### src/rtl/branch_predict_unit_pkg.sv
// Shared opcode, funct and BTB counter definitions for the branch predict unit.
package branch_predict_unit_pkg;

    localparam logic [5:0] OP_SPECIAL = 6'b000000;
    localparam logic [5:0] OP_J       = 6'b000010;
    localparam logic [5:0] OP_JAL     = 6'b000011;
    localparam logic [5:0] OP_BEQ     = 6'b000100;
    localparam logic [5:0] OP_BNE     = 6'b000101;
    localparam logic [5:0] FN_JR      = 6'b001000;
    localparam logic [5:0] FN_JALR    = 6'b001001;

    localparam logic [4:0] LINK_REG = 5'd31;

    typedef enum logic [1:0] {
        SNT = 2'd0,
        WNT = 2'd1,
        WT  = 2'd2,
        ST  = 2'd3
    } cnt_e;

    function automatic cnt_e cnt_next(cnt_e c, logic taken);
        cnt_e n;
        n = c;
        unique case (c)
            SNT: n = taken ? WNT : SNT;
            WNT: n = taken ? WT  : SNT;
            WT:  n = taken ? ST  : WNT;
            ST:  n = taken ? ST  : WT;
            default: n = c;
        endcase
        return n;
    endfunction

endpackage

### src/rtl/branch_predict_unit_btb_table.sv
// Direct-mapped BTB storage: two combinational read ports, one sync write port.
module btb_table
    import branch_predict_unit_pkg::*;
#(
    parameter int DATA_W = 32,
    parameter int DEPTH  = 16,
    parameter int IDX_W  = 4,
    parameter int TAG_W  = 8
) (
    input  logic              clk,
    input  logic              rst,
    input  logic [IDX_W-1:0]  ra_idx_i,
    output logic              ra_valid_o,
    output logic [TAG_W-1:0]  ra_tag_o,
    output cnt_e              ra_cnt_o,
    output logic [DATA_W-1:0] ra_tgt_o,
    input  logic [IDX_W-1:0]  rb_idx_i,
    output logic              rb_valid_o,
    output logic [TAG_W-1:0]  rb_tag_o,
    output cnt_e              rb_cnt_o,
    output logic [DATA_W-1:0] rb_tgt_o,
    input  logic              we_i,
    input  logic [IDX_W-1:0]  wr_idx_i,
    input  logic [TAG_W-1:0]  wr_tag_i,
    input  cnt_e              wr_cnt_i,
    input  logic [DATA_W-1:0] wr_tgt_i
);

    logic              valid_q [DEPTH];
    logic [TAG_W-1:0]  tag_q   [DEPTH];
    cnt_e              cnt_q   [DEPTH];
    logic [DATA_W-1:0] tgt_q   [DEPTH];

    assign ra_valid_o = valid_q[ra_idx_i];
    assign ra_tag_o   = tag_q[ra_idx_i];
    assign ra_cnt_o   = cnt_q[ra_idx_i];
    assign ra_tgt_o   = tgt_q[ra_idx_i];

    assign rb_valid_o = valid_q[rb_idx_i];
    assign rb_tag_o   = tag_q[rb_idx_i];
    assign rb_cnt_o   = cnt_q[rb_idx_i];
    assign rb_tgt_o   = tgt_q[rb_idx_i];

    always_ff @(posedge clk) begin
        if (rst) begin
            for (int i = 0; i < DEPTH; i++) begin
                valid_q[i] <= 1'b0;
                tag_q[i]   <= '0;
                cnt_q[i]   <= WNT;
                tgt_q[i]   <= '0;
            end
        end else if (we_i) begin
            valid_q[wr_idx_i] <= 1'b1;
            tag_q[wr_idx_i]   <= wr_tag_i;
            cnt_q[wr_idx_i]   <= wr_cnt_i;
            tgt_q[wr_idx_i]   <= wr_tgt_i;
        end
    end

endmodule

### src/rtl/branch_predict_unit.sv
// Branch resolver with BTB prediction, mispredict redirect and link writeback.
module branch_predict_unit
    import branch_predict_unit_pkg::*;
#(
    parameter int DATA_W    = 32,
    parameter int BTB_DEPTH = 16,
    parameter int TAG_W     = 8,
    parameter int CNT_W     = 16
) (
    input  logic              clk,
    input  logic              rst,
    input  logic [DATA_W-1:0] i_fetch_pc,
    output logic              o_pred_taken,
    output logic [DATA_W-1:0] o_pred_target,
    input  logic              i_valid,
    input  logic              i_stall,
    input  logic [5:0]        i_op,
    input  logic [DATA_W-1:0] i_sign_ext,
    input  logic [25:0]       i_jump_address,
    input  logic [DATA_W-1:0] i_pc,
    input  logic [DATA_W-1:0] i_rs_reg,
    input  logic [DATA_W-1:0] i_rt_reg,
    input  logic [4:0]        i_rd_address,
    input  logic              i_pred_taken,
    input  logic [DATA_W-1:0] i_pred_target,
    output logic              o_mispredict,
    output logic [DATA_W-1:0] o_redirect_pc,
    output logic              os_write_jump,
    output logic [4:0]        o_reg_jump_address,
    output logic [DATA_W-1:0] o_link_value,
    output logic [CNT_W-1:0]  o_mispredict_count
);

    localparam int IDX_W = $clog2(BTB_DEPTH);

    logic [IDX_W-1:0]  f_idx, r_idx;
    logic [TAG_W-1:0]  f_tag, r_tag;
    logic              f_valid, r_valid;
    logic [TAG_W-1:0]  f_etag, r_etag;
    cnt_e              f_cnt, r_cnt;
    logic [DATA_W-1:0] f_tgt, r_tgt;
    logic              f_hit, r_hit;

    assign f_idx = i_fetch_pc[IDX_W+1:2];
    assign f_tag = i_fetch_pc[TAG_W+IDX_W+1:IDX_W+2];
    assign r_idx = i_pc[IDX_W+1:2];
    assign r_tag = i_pc[TAG_W+IDX_W+1:IDX_W+2];

    logic              we;
    cnt_e              wr_cnt;
    logic [DATA_W-1:0] wr_tgt;

    btb_table #(
        .DATA_W (DATA_W),
        .DEPTH  (BTB_DEPTH),
        .IDX_W  (IDX_W),
        .TAG_W  (TAG_W)
    ) u_btb (
        .clk        (clk),
        .rst        (rst),
        .ra_idx_i   (f_idx),
        .ra_valid_o (f_valid),
        .ra_tag_o   (f_etag),
        .ra_cnt_o   (f_cnt),
        .ra_tgt_o   (f_tgt),
        .rb_idx_i   (r_idx),
        .rb_valid_o (r_valid),
        .rb_tag_o   (r_etag),
        .rb_cnt_o   (r_cnt),
        .rb_tgt_o   (r_tgt),
        .we_i       (we),
        .wr_idx_i   (r_idx),
        .wr_tag_i   (r_tag),
        .wr_cnt_i   (wr_cnt),
        .wr_tgt_i   (wr_tgt)
    );

    assign f_hit = f_valid & (f_etag == f_tag);
    assign r_hit = r_valid & (r_etag == r_tag);

    assign o_pred_taken  = f_hit & f_cnt[1];
    assign o_pred_target = f_hit ? f_tgt : '0;

    logic              is_beq, is_bne, is_jmp, is_jal;
    logic              is_jreg, is_jalr, is_cond, is_ctrl;
    logic              taken;
    logic [DATA_W-1:0] pc_plus4, target, next_pc;

    assign pc_plus4 = i_pc + DATA_W'(4);
    assign is_beq   = (i_op == OP_BEQ);
    assign is_bne   = (i_op == OP_BNE);
    assign is_jal   = (i_op == OP_JAL);
    assign is_jmp   = (i_op == OP_J) | is_jal;
    assign is_jalr  = (i_op == OP_SPECIAL) & (i_sign_ext[5:0] == FN_JALR);
    assign is_jreg  = ((i_op == OP_SPECIAL) & (i_sign_ext[5:0] == FN_JR))
                    | is_jalr;
    assign is_cond  = is_beq | is_bne;
    assign is_ctrl  = is_cond | is_jmp | is_jreg;

    always_comb begin
        taken  = 1'b0;
        target = pc_plus4;
        unique case (1'b1)
            is_beq: begin
                taken  = (i_rs_reg == i_rt_reg);
                target = pc_plus4 + (i_sign_ext << 2);
            end
            is_bne: begin
                taken  = (i_rs_reg != i_rt_reg);
                target = pc_plus4 + (i_sign_ext << 2);
            end
            is_jmp: begin
                taken  = 1'b1;
                target = {pc_plus4[DATA_W-1:28], i_jump_address, 2'b00};
            end
            is_jreg: begin
                taken  = 1'b1;
                target = i_rs_reg;
            end
            default: begin
                taken  = 1'b0;
                target = pc_plus4;
            end
        endcase
    end

    assign next_pc = taken ? target : pc_plus4;

    logic resolve, mis;
    assign resolve = i_valid & ~i_stall;

    // A predicted-taken non-control instruction is a BTB alias.
    always_comb begin
        mis = 1'b0;
        if (is_ctrl)
            mis = (taken != i_pred_taken)
                | (taken & i_pred_taken & (target != i_pred_target));
        else
            mis = i_pred_taken;
    end

    always_comb begin
        we     = 1'b0;
        wr_cnt = r_cnt;
        wr_tgt = r_tgt;
        if (resolve && is_ctrl) begin
            if (r_hit && is_cond) begin
                we     = 1'b1;
                wr_cnt = cnt_next(r_cnt, taken);
                wr_tgt = taken ? target : r_tgt;
            end else if (r_hit) begin
                we     = 1'b1;
                wr_cnt = ST;
                wr_tgt = target;
            end else if (taken) begin
                we     = 1'b1;
                wr_cnt = is_cond ? WT : ST;
                wr_tgt = target;
            end
        end
    end

    logic              mis_d, mis_q;
    logic [DATA_W-1:0] redir_d, redir_q;
    logic              wj_d, wj_q;
    logic [4:0]        lrd_d, lrd_q;
    logic [DATA_W-1:0] link_d, link_q;
    logic [CNT_W-1:0]  cnt_d, cnt_q;

    always_comb begin
        mis_d   = resolve & mis;
        redir_d = resolve ? next_pc : '0;
        wj_d    = resolve & (is_jal | is_jalr);
        lrd_d   = '0;
        link_d  = '0;
        if (wj_d) begin
            lrd_d  = is_jal ? LINK_REG : i_rd_address;
            link_d = i_pc + DATA_W'(8);
        end
        cnt_d = cnt_q;
        if (mis_d && (cnt_q != '1))
            cnt_d = cnt_q + CNT_W'(1);
    end

    always_ff @(posedge clk) begin
        if (rst) begin
            mis_q   <= 1'b0;
            redir_q <= '0;
            wj_q    <= 1'b0;
            lrd_q   <= '0;
            link_q  <= '0;
            cnt_q   <= '0;
        end else begin
            mis_q   <= mis_d;
            redir_q <= redir_d;
            wj_q    <= wj_d;
            lrd_q   <= lrd_d;
            link_q  <= link_d;
            cnt_q   <= cnt_d;
        end
    end

    assign o_mispredict       = mis_q;
    assign o_redirect_pc      = redir_q;
    assign os_write_jump      = wj_q;
    assign o_reg_jump_address = lrd_q;
    assign o_link_value       = link_q;
    assign o_mispredict_count = cnt_q;

endmodule

### config.mk
export PLATFORM = sky130hd
export DESIGN_NAME = branch_predict_unit
export DESIGN_NICKNAME = d
export VERILOG_FILES = /design/src/rtl/branch_predict_unit_pkg.sv /design/src/rtl/branch_predict_unit_btb_table.sv /design/src/rtl/branch_predict_unit.sv
export SDC_FILE = /design/constraint.sdc
export NUM_CORES = 2
export LEC_CHECK = 0
export ABC_AREA = 1
export BUFFER_PORTS_ARGS = -buffer_cell sky130_fd_sc_hd__buf_2
export CAP_MARGIN = 20
export CORE_ASPECT_RATIO = 1.2
export CORE_MARGIN = 2
export CORE_UTILIZATION = 37
export CTS_CLUSTER_SIZE = 8
export DETAILED_ROUTE_END_ITERATION = 12
export PLACE_DENSITY = 0.62
export SLEW_MARGIN = 15
export SYNTH_ARGS = -nofsm -noshare
export SYNTH_HDL_FRONTEND = slang
export SYNTH_SLANG_ARGS = --single-unit
### constraint.sdc
create_clock -name clk -period 6.1 [get_ports clk]
set_input_delay 0.61 -clock clk [delete_from_list [all_inputs] [get_ports clk]]
set_output_delay 0.61 -clock clk [all_outputs]
set_load 0.05 [all_outputs]
### Word level (Yosys, flattened, before mapping)

Memories as Yosys holds them, arrays and structs flattened.
Index checks and enable logic that the tools add are counted.

| word-level totals | value |
|---|---|
| flip-flop bits (word level) | 87 |
| memory bits (writable) | 688 |
| bits of input ports | 234 |
| output and inout bits | 120 |
| logic and storage cells | 104 |
| memories kept | 4 |

Memories:

| memory | words | width | read ports | clocked after Yosys merged registers in | wr ports | RTL line | source |
|---|---|---|---|---|---|---|---|
| u_btb.tgt_q | 16 | 32 | 2 | 0 | 16 | branch_predict_unit_btb_table.sv:32 | `logic [DATA_W-1:0] tgt_q [DEPTH];` |
| u_btb.tag_q | 16 | 8 | 2 | 0 | 16 | branch_predict_unit_btb_table.sv:30 | `logic [TAG_W-1:0] tag_q [DEPTH];` |
| u_btb.cnt_q | 16 | 2 | 2 | 0 | 16 | branch_predict_unit_btb_table.sv:31 | `cnt_e cnt_q [DEPTH];` |
| u_btb.valid_q | 16 | 1 | 2 | 0 | 16 | branch_predict_unit_btb_table.sv:29 | `logic valid_q [DEPTH];` |

| cells by class | value |
|---|---|
| add/subtract/negate cells | 4 |
| equal/unequal tests | 16 |
| multiplexer cells | 41 |
| bitwise operators | 20 |
| reduce and logical (&&, ||, !) cells | 13 |

Operators by type and width:

| cell | number |
|---|---|
| 32-bit 2-to-1 mux | 7 |
| 32-bit one-hot mux with 3 select lines | 1 |
| 32-bit inequality test | 2 |
| 32-bit by 3-bit adder with 32-bit output (second input constant) | 1 |
| 32-bit adder | 1 |
| 32-bit by 4-bit adder with 32-bit output (second input constant) | 1 |
| 32-bit == test | 1 |
| 32-bit OR reduction | 1 |
| 1-bit 2-to-1 mux | 18 |
| 16-bit by 1-bit adder with 16-bit output (second input constant) | 1 |
| 8-bit == test | 2 |
| 4-bit 2-to-1 mux | 4 |
| 16-bit inequality test (second input constant) | 1 |
| 2-bit 2-to-1 mux | 7 |
| 6-bit by 2-bit == test with 1-bit output (second input constant) | 2 |
| 6-bit by 3-bit == test with 1-bit output (second input constant) | 2 |
| 6-bit by 4-bit == test with 1-bit output (second input constant) | 2 |
| 1-bit AND | 10 |
| 2-bit OR reduction | 5 |
| 8-bit 2-to-1 mux | 1 |
| 2-bit one-hot mux with 4 select lines | 1 |
| 8-bit OR reduction | 1 |
| 1-bit OR | 7 |
| 6-bit zero test | 1 |
| 9 further kinds | 14 |

### Logic depth before layout (Yosys ltp)

| depth | value |
|---|---|
| word-level depth | 14 |
| depth in mapped cells | 36 |
| mapped depth without buffers | 35 |

### Modules after synthesis

From an unflattened synthesis, not the netlist that was laid out.

| second synthesis, totals | value |
|---|---|
| cell total of the unflattened synthesis | 7,063 |
| area, all modules | 49,426.2 sq um |

Modules (own cells, without submodules):

| module | times used | cells each | area each (sq um) | sequential area each (sq um) |
|---|---|---|---|---|
| btb_table | 1 | 5,221 | 39,410.3 | 20,499.7 |
| branch_predict_unit | 1 | 1,842 | 10,015.9 | 1,741.7 |

### Worst setup path after synthesis

Ideal clock, no wire load.

| path | value |
|---|---|
| path type | in2reg |
| start point | input port i_pc[2] |
| end point | memory u_btb.tgt_q[15][31], data pin |
| setup time | 266 ps |
| data arrival time | 4,359 ps |
| required time | 5,834 ps |
| slack | 1,475 ps |
| stages | 29 |
| path buffers | 7 |
| cell sequence | buf_4 inv_2 buf_2 buf_2 clkbuf_1 buf_1 buf_1 ha_1 ha_1 nand2_1 nand2_1 nand3_1 nand2_1 nand2_1 nand2_1 nand2_1 nand3_1 nand2_1 nand3_1 nand3_1 inv_1 nor2_1 a21oi_1 nand2_1 o21ai_0 nand2_1 o21ai_1 buf_2 nor2_1 |

RTL lines:

| item | RTL line | source |
|---|---|---|
| from (decl) | branch_predict_unit.sv:20 | `input logic [DATA_W-1:0] i_pc,` |
| to (decl) | branch_predict_unit_btb_table.sv:32 |  |

### Final worst setup path

| path | value |
|---|---|
| start point | input port i_fetch_pc[2] |
| end point | output port o_pred_target[22] |

| on the way | value |
|---|---|
| word-level cells in the longest chain between the ends | 4 |
| elaborated cells between the ends (all ways) | 6 |
| those cells by class | 1 x eq/ne; 1 x mux; 1 x bitwise; 3 x memory |

RTL lines:

| item | RTL line | source |
|---|---|---|
| from (decl) | branch_predict_unit.sv:12 | `input logic [DATA_W-1:0] i_fetch_pc,` |
| memory read 16 x 8 bit | n/a |  |
| 8-bit == test | branch_predict_unit.sv:78 | `assign f_hit = f_valid & (f_etag == f_tag);` |
| 1-bit AND | branch_predict_unit.sv:78 |  |
| 32-bit 2-to-1 mux (*) | branch_predict_unit.sv:82 | `assign o_pred_target = f_hit ? f_tgt : '0;` |
| to (decl) | branch_predict_unit.sv:14 | `output logic [DATA_W-1:0] o_pred_target,` |

Every way passes the cells marked *; elsewhere a longest branch is shown, timed or not.

==> impl_metrics.ini <==
[outcome]
status = finished, final reports clean

[die]
core_area_sq_um = 125000
initial_core_util = 0.373
ios = 354
die_w_um = 328
die_h_um = 393
rows = 142
dieArea_sq_um = 129000

[timing]
slew-limit-headroom = 0.239
setup_viol = 0
worstMarginPinSlew_ns = 1.14
clock_skew_ns = 0.0271
period_share = 0.806
rsz0062_at_grt = no
holdWs_ns = 0.134
tns_ns = 0
min_period_ns = 4.92
hold_viol_final = 0
final-max-slew-violation-count = 0
fmax_mhz = 203

[setup_path]
cp.required_ns = 5.49
r2r_slack_ns = 2.07
arrival_ns = 4.31
critPathLaunchType = input pin
worst-path-max-fanout = 132
crit_type = in2out
end_kind = output pin

[power]
clkPwrFrac = 0.408
p_int_mw = 9.72
pwr_density_cell_nw_per_um2 = 256
swShare = 0.286
p_sw_mw = 3.89
power_frac_comb = 0.152
seqPwrFrac = 0.440
p_leak_nw = 21.9
max-vdd-ir-drop_uv = 208
power.total_mw = 13.6

[logic_synthesis]
yosys_warnings = 0
ys_seq_area_frac = 0.477
synth.avg_cell_area_sq_um = 7.70
synth_fp_nets = 6336
ys_types = 48
synth_cells = 6061
synth_seq_cells = 775
ys.flop_type = edfxtp_1
synth-edff-count = 672
syn_area_sq_um = 46700
synthArstFlopShare = 0

[cts]
numClockSinks = 775
ctsRootBufferMaster = clkbuf_16
numCtsBuffers = 107
htree_levels = 3
cts_setup_buffers = 0
cts_resized = 0
clk_latency_ns = 0.72
cts_tree = built
clk_pin_slew_ns = 0.05
clockBufferDepth = 3
cts_hold_buf = 0

[finish]
drive_above_1_share = 0.110
final_cell_mix = 1,159 x nor2_1, 957 x nand2_1, 687 x o21ai_0, 672 x edfxtp_1, 611 x inv_1
area_delta_synth_final_pct = 13.7
nets = 6473
fin_cells = 7909
final_common_cell = nor2_1
postLayoutCoreUtil = 0.424

[detailed_routing]
via_per_inst = 5.69
ant_nets = 0
drt_iter0_drc = 5309
routed_wl_um = 187000
num_vias = 45007
drtPass1Iterations = 7
wire_per_inst_um = 23.6
post-route-drc-count = 0

[min_path]
hp-class = in2reg

[flow_run]
maxCapViolCount = 0

[grt]
grt_pass1_wl_um = 270000
grtUsageTotal = 0.281
grt_overflow = 0
antenna_found_initial = 4
grt_pass1_vias = 41953
grt_max_degree = 215

[placement]
hpwl_um = 119000
gp_congestion = 1.00
dp_cells = 7744
portBuffers = 331
[cell usage after synthesis, types with 21 or more instances]
cell type / instances / area share
xor2_1: 21 / 0.0039
nand4_1: 70 / 0.0094
nand2_1: 983 / 0.079
mux2i_1: 39 / 0.0084
buf_2: 116 / 0.012
dfxtp_1: 103 / 0.044
clkbuf_1: 256 / 0.021
or2_2: 23 / 0.0031
edfxtp_1: 672 / 0.43
o21ai_0: 687 / 0.074
nor2_1: 1162 / 0.093
and2_1: 25 / 0.0034
inv_1: 614 / 0.049
a21oi_1: 576 / 0.062
ha_1: 40 / 0.011
buf_1: 43 / 0.0035
o211ai_1: 132 / 0.021
o311ai_0: 57 / 0.011
nor3_1: 21 / 0.0023
nand3_1: 199 / 0.021
inv_2: 22 / 0.0018
[metrics by stage]
step / setup slack (ns) / area (sq um)
after floorplan: 1.48 / 46700
after global placement: 0.731 / 50000
after detailed placement: 0.688 / 50000
after CTS: 1.13 / 53000
after global routing: 0.836 / 53100
final: 1.18 / 53100
[metal layers]
layer | share of wire | track usage
met5 | 0.00017 | 0
met4 | 0.065 | 0.168
met3 | 0.097 | 0.0538
met2 | 0.46 | 0.459
met1 | 0.37 | 0.345
[path summary, 6_finish.rpt]
kind / start / endpoint / depth (start not counted)
hold / removal: i_rd_address[4] / o_reg_jump_address[4]$_SDFF_PP0_ / 3
setup / recovery: i_fetch_pc[2] / o_pred_target[22] / 11
setup reg to reg: u_btb.tag_q[9][0]$_SDFFCE_PN0P_ / u_btb.tgt_q[8][7]$_SDFFCE_PN0P_ / 18
hold reg to reg: u_btb.valid_q[4]$_DFF_P_ / u_btb.valid_q[4]$_DFF_P_ / 2
[critical path: stages]
cell	delay, ns
buf_8	0.48
buf_4	0.46
buf_12	0.45
buf_4	0.72
nor2_1	0.11
a21oi_1	0.15
nor2_1	0.06
o311ai_0	0.46
nand2_1	0.11
a31oi_1	0.24
buf_2	0.32
[area by class of cell]
type / instances / area (sq um)
fill: 12483 / 72000
sequential: 775 / 22200
multi-input combinational: 4213 / 20300
timing repair buffer: 459 / 3000
clock buffer: 156 / 2900
inverter: 642 / 2420
tap: 1656 / 2070
clock inverter: 6 / 105
antenna: 2 / 5.00
[cell families after synthesis]
logic type | count (synthesis) | synth area share
AOI/OAI and AO/OA | 1556 | 0.185
xor gates and xnor gates | 42 | 0.00804
DFF | 775 | 0.477
and+or+nand+nor | 2535 | 0.220
buffers and inverters | 1073 | 0.0907
adders and majority gates | 41 | 0.0112
muxes | 39 | 0.00836
[registers in the layout (all words and copies together) (netlist names)]
signal / cells
u_btb.tgt_q: 512
u_btb.cnt_q: 32
o_redirect_pc: 32
o_mispredict: 1
o_reg_jump_address: 5
u_btb.tag_q: 128
u_btb.valid_q: 16
o_mispredict_count: 16
os_write_jump: 1
o_link_value: 32
[power groups by stage]
stage / clock [mW] / combinational [mW] / sequential (mW)
2_1_floorplan: 0 / 1.22 / 6.11
3_3_place_gp: 0 / 2.00 / 6.08
3_5_place_dp: 0 / 2.02 / 6.09
4_1_cts: 5.59 / 2.03 / 5.99
5_1_grt: 5.80 / 2.22 / 6.01
6_report: 5.55 / 2.07 / 5.99
(Power assumes the default switching activity.)
